<file path="src/rtl/banner_cmd_loader_pkg.sv">
// Shared constants and encodings for the banner command loader.
package banner_cmd_loader_pkg;

    // ASCII bytes recognised by the loader
    localparam logic [7:0] CH_0    = 8'h30;
    localparam logic [7:0] CH_9    = 8'h39;
    localparam logic [7:0] CH_CR   = 8'h0D;
    localparam logic [7:0] CH_LF   = 8'h0A;
    localparam logic [7:0] CH_ESC  = 8'h1B;
    localparam logic [7:0] CH_L_UC = 8'h4C;
    localparam logic [7:0] CH_L_LC = 8'h6C;
    localparam logic [7:0] CH_R_UC = 8'h52;
    localparam logic [7:0] CH_R_LC = 8'h72;
    localparam logic [7:0] CH_S_UC = 8'h53;
    localparam logic [7:0] CH_S_LC = 8'h73;
    localparam logic [7:0] CH_P_UC = 8'h50;
    localparam logic [7:0] CH_P_LC = 8'h70;

    // Loader states
    typedef enum logic [0:0] {
        COLLECT  = 1'b0,
        OVERFLOW = 1'b1
    } state_t;

    // Byte classes produced by the classifier
    typedef enum logic [2:0] {
        DIGIT  = 3'd0,
        COMMIT = 3'd1,
        CLEAR  = 3'd2,
        CMD_L  = 3'd3,
        CMD_R  = 3'd4,
        CMD_S  = 3'd5,
        CMD_P  = 3'd6,
        OTHER  = 3'd7
    } byte_class_t;

endpackage

</file>
<file path="src/rtl/banner_cmd_loader_ascii_byte_classify.sv">
// Combinational classifier: maps a received byte to its command class and
// extracts the low nibble for digit bytes.
module ascii_byte_classify
    import banner_cmd_loader_pkg::*;
(
    input  logic [7:0]  i_rx_data,
    output byte_class_t o_class,
    output logic [3:0]  o_nibble
);

    // Decode the byte; anything not listed falls through to OTHER
    always_comb begin
        o_class  = OTHER;
        o_nibble = i_rx_data[3:0];
        if ((i_rx_data >= CH_0) && (i_rx_data <= CH_9)) begin
            o_class = DIGIT;
        end else begin
            case (i_rx_data)
                CH_CR, CH_LF:     o_class = COMMIT;
                CH_ESC:           o_class = CLEAR;
                CH_L_UC, CH_L_LC: o_class = CMD_L;
                CH_R_UC, CH_R_LC: o_class = CMD_R;
                CH_S_UC, CH_S_LC: o_class = CMD_S;
                CH_P_UC, CH_P_LC: o_class = CMD_P;
                default:          o_class = OTHER;
            endcase
        end
    end

endmodule

</file>
<file path="src/rtl/banner_cmd_loader.sv">
// Turns a UART byte stream into banner scroll-register control: decimal
// digits are staged into a BCD word and committed by CR/LF, letters become
// one-cycle direction/start/pause strobes.
//
// state    | meaning
// ---------+----------------------------------------------------------
// COLLECT  | accepting digits into the staging word
// OVERFLOW | too many digits seen; word is poisoned until CR/LF or ESC
module banner_cmd_loader
    import banner_cmd_loader_pkg::*;
#(
    parameter int W = 4,
    parameter int N = 6
) (
    input  logic                       clk,
    input  logic                       reset,
    input  logic [7:0]                 rx_data,
    input  logic                       rx_valid,
    output logic [W*N-1:0]             data_out,
    output logic                       write,
    output logic                       set_left,
    output logic                       set_right,
    output logic                       start,
    output logic                       pause,
    output logic                       err,
    output logic [$clog2(N+1)-1:0]     digit_count
);

    localparam int CW = $clog2(N+1);

    byte_class_t    w_class;
    logic [3:0]     w_nibble;
    logic [W-1:0]   w_digit;

    state_t         r_state,   w_state_nxt;
    logic [W*N-1:0] r_staging, w_staging_nxt;
    logic [CW-1:0]  r_count,   w_count_nxt;
    logic [W*N-1:0] r_data,    w_data_nxt;
    logic           r_write,   w_write_nxt;
    logic           r_left,    w_left_nxt;
    logic           r_right,   w_right_nxt;
    logic           r_start,   w_start_nxt;
    logic           r_pause,   w_pause_nxt;
    logic           r_err,     w_err_nxt;

    ascii_byte_classify u_classify (
        .i_rx_data (rx_data),
        .o_class   (w_class),
        .o_nibble  (w_nibble)
    );

    assign w_digit = W'(w_nibble);

    // Register all state and every output so the scroll register sees clean strobes
    always_ff @(posedge clk or negedge reset) begin
        if (!reset) begin
            r_state   <= COLLECT;
            r_staging <= '0;
            r_count   <= '0;
            r_data    <= '0;
            r_write   <= 1'b0;
            r_left    <= 1'b0;
            r_right   <= 1'b0;
            r_start   <= 1'b0;
            r_pause   <= 1'b0;
            r_err     <= 1'b0;
        end else begin
            r_state   <= w_state_nxt;
            r_staging <= w_staging_nxt;
            r_count   <= w_count_nxt;
            r_data    <= w_data_nxt;
            r_write   <= w_write_nxt;
            r_left    <= w_left_nxt;
            r_right   <= w_right_nxt;
            r_start   <= w_start_nxt;
            r_pause   <= w_pause_nxt;
            r_err     <= w_err_nxt;
        end
    end

    // Next-state and strobe decode for one received byte
    always_comb begin
        w_state_nxt   = r_state;
        w_staging_nxt = r_staging;
        w_count_nxt   = r_count;
        w_data_nxt    = r_data;
        w_write_nxt   = 1'b0;
        w_left_nxt    = 1'b0;
        w_right_nxt   = 1'b0;
        w_start_nxt   = 1'b0;
        w_pause_nxt   = 1'b0;
        w_err_nxt     = 1'b0;

        if (rx_valid) begin
            case (w_class)
                DIGIT: begin
                    if ((r_state == COLLECT) && (r_count < CW'(N))) begin
                        // Newest digit enters at the bottom, so short words end up right-aligned
                        w_staging_nxt = {r_staging[W*(N-1)-1:0], w_digit};
                        w_count_nxt   = r_count + 1'b1;
                    end else begin
                        w_err_nxt   = 1'b1;
                        w_state_nxt = OVERFLOW;
                    end
                end
                COMMIT: begin
                    if (r_state == OVERFLOW) begin
                        // A poisoned word is rejected and discarded rather than truncated
                        w_err_nxt     = 1'b1;
                        w_staging_nxt = '0;
                        w_count_nxt   = '0;
                        w_state_nxt   = COLLECT;
                    end else if (r_count != '0) begin
                        w_data_nxt    = r_staging;
                        w_write_nxt   = 1'b1;
                        w_staging_nxt = '0;
                        w_count_nxt   = '0;
                    end
                    // Empty commit (e.g. the LF of a CR LF pair) is silently ignored
                end
                CLEAR: begin
                    w_staging_nxt = '0;
                    w_count_nxt   = '0;
                    w_state_nxt   = COLLECT;
                end
                CMD_L:   w_left_nxt  = 1'b1;
                CMD_R:   w_right_nxt = 1'b1;
                CMD_S:   w_start_nxt = 1'b1;
                CMD_P:   w_pause_nxt = 1'b1;
                default: w_err_nxt   = 1'b1;
            endcase
        end
    end

    assign data_out    = r_data;
    assign write       = r_write;
    assign set_left    = r_left;
    assign set_right   = r_right;
    assign start       = r_start;
    assign pause       = r_pause;
    assign err         = r_err;
    assign digit_count = r_count;

endmodule
</file>
<file path="config.mk">
export PLATFORM = sky130hd
export DESIGN_NAME = banner_cmd_loader
export DESIGN_NICKNAME = d
export VERILOG_FILES = /design/src/rtl/banner_cmd_loader_pkg.sv /design/src/rtl/banner_cmd_loader_ascii_byte_classify.sv /design/src/rtl/banner_cmd_loader.sv
export SDC_FILE = /design/constraint.sdc
export NUM_CORES = 1
export LEC_CHECK = 0
export ABC_AREA = 1
export BUFFER_PORTS_ARGS = -buffer_cell sky130_fd_sc_hd__buf_4
export CAP_MARGIN = 5
export CORE_MARGIN = 1
export CORE_UTILIZATION = 50
export DETAILED_ROUTE_END_ITERATION = 10
export PLACE_DENSITY = 0.72
export SETUP_SLACK_MARGIN = 0.15
export SLEW_MARGIN = 10
export SYNTH_ARGS = -nofsm -noshare
export SYNTH_HDL_FRONTEND = slang
export SYNTH_SLANG_ARGS = --single-unit
</file>
<file path="constraint.sdc">
create_clock -name clk -period 4.3 [get_ports clk]
set_input_delay 0.215 -clock clk [delete_from_list [all_inputs] [get_ports clk]]
set_output_delay 0.215 -clock clk [all_outputs]
set_load 0.02 [all_outputs]
</file>
Yosys cells after proc, flatten, opt, wreduce, memory -nomap -nowiden
Index checks and enable logic that the tools add are counted.
Word-level totals
  word-level logic and storage cells: 79
  output and inout port bits: 33
  input bits: 11
  register bits after elaboration: 58
Cells by class
  reductions and logical operators: 16
  bitwise logic cells: 1
  $add $sub $neg: 1
  multiplexer cells: 28
  order comparisons: 3
  eq/ne operators: 20
Operators with widths (count)
  24-bit two-way mux: 3
  24-bit case mux with 3 select lines: 1
  8-bit by 7-bit == test with 1-bit output, second input constant: 8
  3-bit case mux with 6 select lines: 1
  8-bit by 4-bit == test with 1-bit output, second input constant: 2
  1-bit two-way mux: 16
  3-bit two-way mux: 4
  2-bit OR reduction: 6
  3-bit == test, second input constant: 3
  3-bit case mux with 3 select lines: 1
  8-bit by 5-bit == test with 1-bit output, second input constant: 1
  8-bit by 6-bit greater-or-equal comparator with 1-bit output, second input constant: 1
  8-bit by 6-bit less-or-equal comparator with 1-bit output, second input constant: 1
  4-bit AND reduction: 2
  3-bit by 2-bit == test with 1-bit output, second input constant: 2
  3-bit nonzero test: 2
  5-bit OR reduction: 1
  2-bit != test, second input constant: 2
  3-bit by 1-bit adder with 3-bit output, second input constant: 1
  3-bit by 1-bit == test with 1-bit output, second input constant: 1
  3-bit logical NOT: 1
  3-bit less-than comparator, second input constant: 1
  3-bit != test, second input constant: 1
  1-bit case mux with 3 select lines: 1
  5 further kinds: 6

Longest topological paths before layout
Gate-level depths: netlist of the first run.
  word-level depth: 8
  gate-level depth with buffers: 11
  gate-level depth less buffers: 10

Modules after synthesis
A second synthesis of the first run with hierarchy kept.
Unflattened totals
  cell total of the unflattened synthesis: 359
  area, all modules: 2811.4 um^2
Modules (own cells, without submodules)
  banner_cmd_loader: seq. area each 1451.4 um^2, times used 1, cells each 298, area each 2504.9 um^2
  ascii_byte_classify: seq. area each 0.0 um^2, times used 1, cells each 61, area each 306.5 um^2

Worst setup path before layout of the first run
OpenSTA, ideal clock, no wires.
  path kind: flip-flop to flip-flop
  from: reg r_count[0], in the netlist digit_count[0]
  to: reg r_count[0], in the netlist digit_count[0]
  data arrival time: 1.566 ns
  path slack: 2.617 ns
  data required time: 4.183 ns
  buffers on the path: 1
  cell stages (with the launch flop): 12
  path through: dfrtp_1 > inv_1 > ha_1 > nand2_1 > nor2_1 > nand3_1 > nand2_1 > inv_2 > nand3_4 > buf_2 > nand2_1 > nand2_1
Between the ends
  longest elaborated chain between the ends: 4
  elaborated cells between the ends (all ways): 9
  those cells by class: add/sub (1); order compare (1); eq/ne (2); mux (2); reduce/logical (3)
Ends and longest elaborated chain
  start, declared: line banner_cmd_loader.sv:37  | logic [CW-1:0] r_count, w_count_nxt;
  start signal, assigned: line banner_cmd_loader.sv:70  | r_count <= w_count_nxt;
  3-bit less-than comparator: line banner_cmd_loader.sv:97  | if ((r_state == COLLECT) && (r_count < CW'(N))) begin
  1-bit logical AND: line banner_cmd_loader.sv:97
  2-bit != test (no line)
  4-bit AND reduction (no line)
Several ways; a longest one is shown, not always the timed one. The select of a mux whose other input is x is not followed.
A chain may end at the register's enable or synchronous reset.

Final worst setup path of the first run
  from: reg r_count[0], in the netlist digit_count[0]
  to: reg r_count[1], in the netlist digit_count[1]
The elaborated chain is that of the path after synthesis.

==> flow_summary.ini, run 1 <==
[power_and_ir_drop]
finalPower_uw = 1326
power_density_mw_per_mm2 = 390.7
cellLeakagePower_uw = 0.001783
ir_worst_vdd_uv = 169.1

[min_path]
hp-start = rx_valid
hold_path_depth = 3
min_path_type = in2reg
hold_path_end = start

[clock_network]
h-tree-depth = 3
clock_tree.root_cell = clkbuf_8
cts_buffers = 9
clock-sinks = 58
clk_latency_ps = 340
clock_path_buffers = 2
cts_tree = yes
clkSlewWorstSetupHoldPaths_ps = 70

[grt]
grt_pass1_wl_um = 9701
grt_overflow = 0
grt_usage_pct = 20.65
grt_max_degree = 59
antenna_found_initial = 0
grt_pass1_vias = 2181

[floorplan]
initial_core_util_pct = 52.44
ioPinCount = 44
core_area_mm2 = 0.005540
die_x_um = 78.23
die_h_um = 78.23
die_area_mm2 = 0.006119
fp-row-count = 27

[finish]
drive_gt1_share_pct = 25.90
antennaDiodeCount = 0
final_cells = 462
nFillCells = 502
seq_area_mm2 = 0.001451
multi_input_comb_area_mm2 = 0.001165
syn_to_final_growth_pct = 16.80
nets = 398

[routing]
first_pass_iters = 4
vias = 2250
wirelength_um = 5510
wl_per_cell_um = 11.93
viasPerCell = 4.870
drtIter0Drc = 199
drc = 0
ant_nets = 0

[sta]
setup_slack_ps = 1988
final_hold_viol_count = 0
fin_skew_ps = 7.284
rsz0062_at_grt = false
hold_ws_ps = 183.0
tightest_slew_ps = 700.4
max_slew_margin_pct = 53.31
setup_tns_ps = 0
finalSetupViolCount = 0
drv_slew = 0
finalCriticalPeriod_ps = 2312
fmax_ghz = 0.4325
period_share_pct = 53.76

[logic_synthesis]
yosysTopAreaCell = dfrtp_1
syn_area_mm2 = 0.002905
yosys_warnings = 0
synth_seq_area_share_pct = 49.96
yosys-top-cells-area = dfrtp_1, nand2_1, nand3_2, nor2_1, inv_1
synth_most_common_cell = nand2_1
ys_seq_elements = 58
synth_top_area_share_pct = 49.96
synth_cells = 343
ys_async_sr_fraction_pct = 100.0
synth_fp_nets = 356
ys.flop_type = dfrtp_1
ys_types = 28
synth_edf_count = 0
synth_commonest_cells = nand2_1, dfrtp_1, nor2_1, inv_1, o21ai_1
avgSynthCellArea_um2 = 8.470

[worst_setup_path]
rr_worst_depth = 10
worstPathArrival_ps = 2540
r2r_end = digit_count[1]
crit_path_end_kind = flip-flop
cp.required_ps = 4530
worstReg2RegStart = digit_count[0]
setup.worst_path.class = reg2reg
worstPathMaxFanout = 28
timing.reg2reg.setup_slack_ps = 1990
startpoint_type = flip-flop

[placed_design]
place.gp.congestion = 0.8094
placed_cells = 445
dp_hpwl_um = 3647
pre_cts_slack_ps = 2024
io_buffers = 43

[flow_run]
cap_violations = 0

[outcome]
status = finished clean
-- cell usage in the layout (no fill, tap or decap), types with 2 or more instances in the layout --
cell type   synthesis  layout
nand3_2            20      20
ha_1                2       2
dfrtp_1            58      58
inv_1              35      35
o21ai_1            21      21
nand2_2             6       6
nand3_4             2       2
inv_2               7       7
clkinvlp_4          0       2
nor2_1             44      44
buf_4               0      43
nor3_1              2       2
nor2_2              2       2
clkinv_2            0       3
nand4_1             4       4
a21oi_1             2       2
nand2_1           100     100
o21ai_0             2       2
clkbuf_8            2       9
nand3_1            14      14
-- flip-flops by register name (all words and copies together), names as in the netlist --
name,flops
data_out,24
r_staging,24
digit_count,3
err,1
pause,1
r_state,1
set_left,1
set_right,1
start,1
write,1
-- how the worst max path moves through the flow --
stage / to / start
final: digit_count[1] / digit_count[0]
after CTS: r_staging[7] / digit_count[0]
after floorplan: digit_count[0] / digit_count[0]
after global placement: r_staging[12] / digit_count[0]
after global routing: r_staging[17] / digit_count[0]
after detailed placement: r_staging[7] / digit_count[0]
-- routing by layer --
metal  track usage [%]  up-vias  share of wire [%]
met1             25.02     1047                 45
li1                  -     1146                  -
met2             34.39       46                 49
met5                 0        -                  0
met4             8.889        0                2.3
met3             5.814       11                3.6
-- cell type report --
class	instances	share of cell area, %
well taps	72	2.655
flip-flops and latches	58	42.77
clock buffers	9	3.650
inverters	43	4.757
clock inverters	7	2.028
repair buffers	44	9.808
multi-input cells	229	34.33
-- worst max-delay path: stages (launching register included) --
cell and delay, ps:
dfrtp_1 430, inv_1 70, ha_1 190, nand2_1 130
nor2_1 60, nand3_1 80, nand2_1 60, inv_2 510
nand3_4 430, nand2_1 170, nand2_1 70
-- timing repair --
action / in CTS / in global routing
gates resized for setup: 0 / 0
setup buffers: 0 / 0
hold buffers: 1 / 0
hold endpoints to repair: 58 / 0
-- logic make-up after synthesis --
family,after synthesis,share of synthesized area (%)
AOI/OAI and AO/OA,26,4.565
xor gates and xnor gates,1,0.3015
adders and majority gates,2,0.8612
buffers and inverters,56,9.949
DFF,58,49.96
and+or+nand+nor,200,34.37
-- stage by stage --
stage | area, µm² | utilization, %
2_1_floorplan | 2905 | -
3_3_place_gp | 3191 | 57.59
3_5_place_dp | 3191 | 57.59
4_1_cts | 3393 | 61.25
5_1_grt | 3393 | 61.25
6_report | 3393 | 61.25
-- where the power goes --
part	switching (µW)	internal, µW	leakage (µW)
combinational	137	74.9	0.000894
clock	225	266	0.0000954
sequential	31.9	591	0.000794
total	394	932	0.00178
No activity file was read; power rests on OpenSTA's default activity.
==> run 2: changes to the inputs <==
==> constraint.sdc (replaced) <==
create_clock -name clk -period 2.35 [get_ports clk]
set_input_delay 0.1175 -clock clk [delete_from_list [all_inputs] [get_ports clk]]
set_output_delay 0.1175 -clock clk [all_outputs]
set_load 0.02 [all_outputs]
==> run 2 against run 1 <==
Die area is the same. Sequential power rose by 83%. Largest power group unchanged. Count of clock-buffer cells in the layout is 3 higher. Wire length grew 3.9%. Combinational power grew 82%. Global-route usage grew 0.51 points. Clock power rose by 110%. Critical path type unchanged. Clock skew barely moved. Utilization increased by 0.79 points.
==> flow_summary.ini, run 2 (synthesis gave the netlist of run 1 again) <==
[power_and_ir_drop]
cellLeakagePower_uw = 0.001808
power_density_mw_per_mm2 = 749.7
finalPower_uw = 2577
ir_worst_vdd_uv = 377.3

[finish]
nets = 399
syn_to_final_growth_pct = 18.30
drive_gt1_share_pct = 25.83
nFillCells = 497
antennaDiodeCount = 0
layout_commonest_cell = nand2_1
layout_common_cells = nand2_1, dfrtp_1, nor2_1, buf_4, inv_1

[worst_setup_path]
startpoint_type = flip-flop
worstReg2RegStart = digit_count[0]
rr_worst_depth = 10
worstPathMaxFanout = 27
critPathSlowestCell = dfrtp_1
cpMostUsedCell = nand2_1
crit_end = r_staging[22]
timing.reg2reg.setup_slack_ps = 440
worstPathCellList = inv_1, ha_1, nand2_1, nor2_1, nand3_1, nand2_1, inv_2, nand3_4, nand2_1, nand2_1
worstPathArrival_ps = 2130
crit_path_end_kind = flip-flop
r2r_end = r_staging[22]
slowest_delay_ps = 440
cp.required_ps = 2570
setup.worst_path.class = reg2reg
worstSetupStartpoint = digit_count[0]

[grt]
grt_usage_pct = 21.15
grt.busiest_layer = met2
use_met2_pct = 34.91
gr-usage-met3_pct = 6.047
met1_usage_pct = 26.24
grt_pass1_wl_um = 9880
antenna_found_initial = 0
grt_overflow = 0
grt_pass1_vias = 2242
grt_max_degree = 59

[routing]
viasPerCell = 4.950
ant_nets = 0
wirelength_um = 5726
wl_per_cell_um = 12.37
drc = 0
first_pass_iters = 6
drtIter0Drc = 202
vias = 2292

[placed_design]
place.gp.congestion = 0.8228
io_buffers = 43
dp_hpwl_um = 3797

[sta]
fmax_ghz = 0.5239
finalCriticalPeriod_ps = 1909
final_hold_viol_count = 0
drv_slew = 0
setup_tns_ps = 0
finalSetupViolCount = 0
tightest_slew_ps = 724.7
fin_skew_ps = 7.247
period_share_pct = 81.23
rsz0062_at_grt = false
max_slew_margin_pct = 51.69

[outcome]
status = finished clean

[clock_network]
clock_tree.root_cell = clkbuf_8
h-tree-depth = 3
clock_path_buffers = 2
clkSlewWorstSetupHoldPaths_ps = 70
clock-sinks = 58
cts_buffers = 9
cts_resized = 0
clk_latency_ps = 330
cts_tree = yes
cts_setup_buffers = 0
postCtsHoldBufs = 1

[floorplan]
ioPinCount = 44
core_area_mm2 = 0.005540
die_h_um = 78.23
die_area_mm2 = 0.006119
die_x_um = 78.23
initial_core_util_pct = 52.44
fp-row-count = 27

[min_path]
min_path_type = in2reg

[flow_run]
cap_violations = 0
## run 2: worst min path at each step
stage	cells after the start	start	slack [ps]	end
finish	4	rx_data[5]	100	set_right
global route	4	rx_data[5]	90	set_right
CTS	3	rx_data[1]	90	set_right
detailed placement	1	reset	230	data_out[12]
global placement	1	reset	220	data_out[13]
floorplan	0	reset	-180	data_out[0]
## run 2: power by group
part	total (µW)	internal, µW	leakage [µW]	switching, µW
logic	385	138	0.000898	247
clock network	1050	655	0.000117	391
registers	1140	1080	0.000794	62.2
total	2580	1880	0.00181	701
## run 2: area by class of cell
type / count / area, µm² / area share (%)
Inverter: 43 / 161.4 / 4.696
Multi-Input combinational cell: 229 / 1165 / 33.89
Sequential cell: 58 / 1451 / 42.23
Timing Repair Buffer: 45 / 340.3 / 9.902
Clock inverter: 4 / 73.82 / 2.148
Clock buffer: 12 / 155.1 / 4.514
Tap cell: 72 / 90.09 / 2.621
## run 2: per-layer routing
| metal | part of all wire [%] | vias up | routed length, µm |
|---|---|---|---|
| met4 | 1.4 | 0 | 80 |
| met1 | 46 | 1088 | 2609 |
| met5 | 0 | - | 0 |
| met3 | 3.5 | 5 | 200 |
| met2 | 50 | 40 | 2836 |
| li1 | - | 1159 | - |
## run 2: per-stage QoR
stage	utilization, %	cell area [µm²]	setup slack (ps)	hold WS (ps)	cells
after floorplan	-	2905	667.5	-178.1	343
after global placement	57.72	3198	507.8	219.4	446
after detailed placement	57.72	3198	487.2	229.3	446
after CTS	62.04	3437	472.7	86.87	463
after global routing	62.04	3437	263.8	90.14	463
final	62.04	3437	441.2	98.41	463
## run 2: critical path, delay by kind of cell, from the launching register on
family,cells,cell delay [ps]
fa+ha+maj,1,190
buf+inv,2,290
flops,1,440
simple gates,7,890
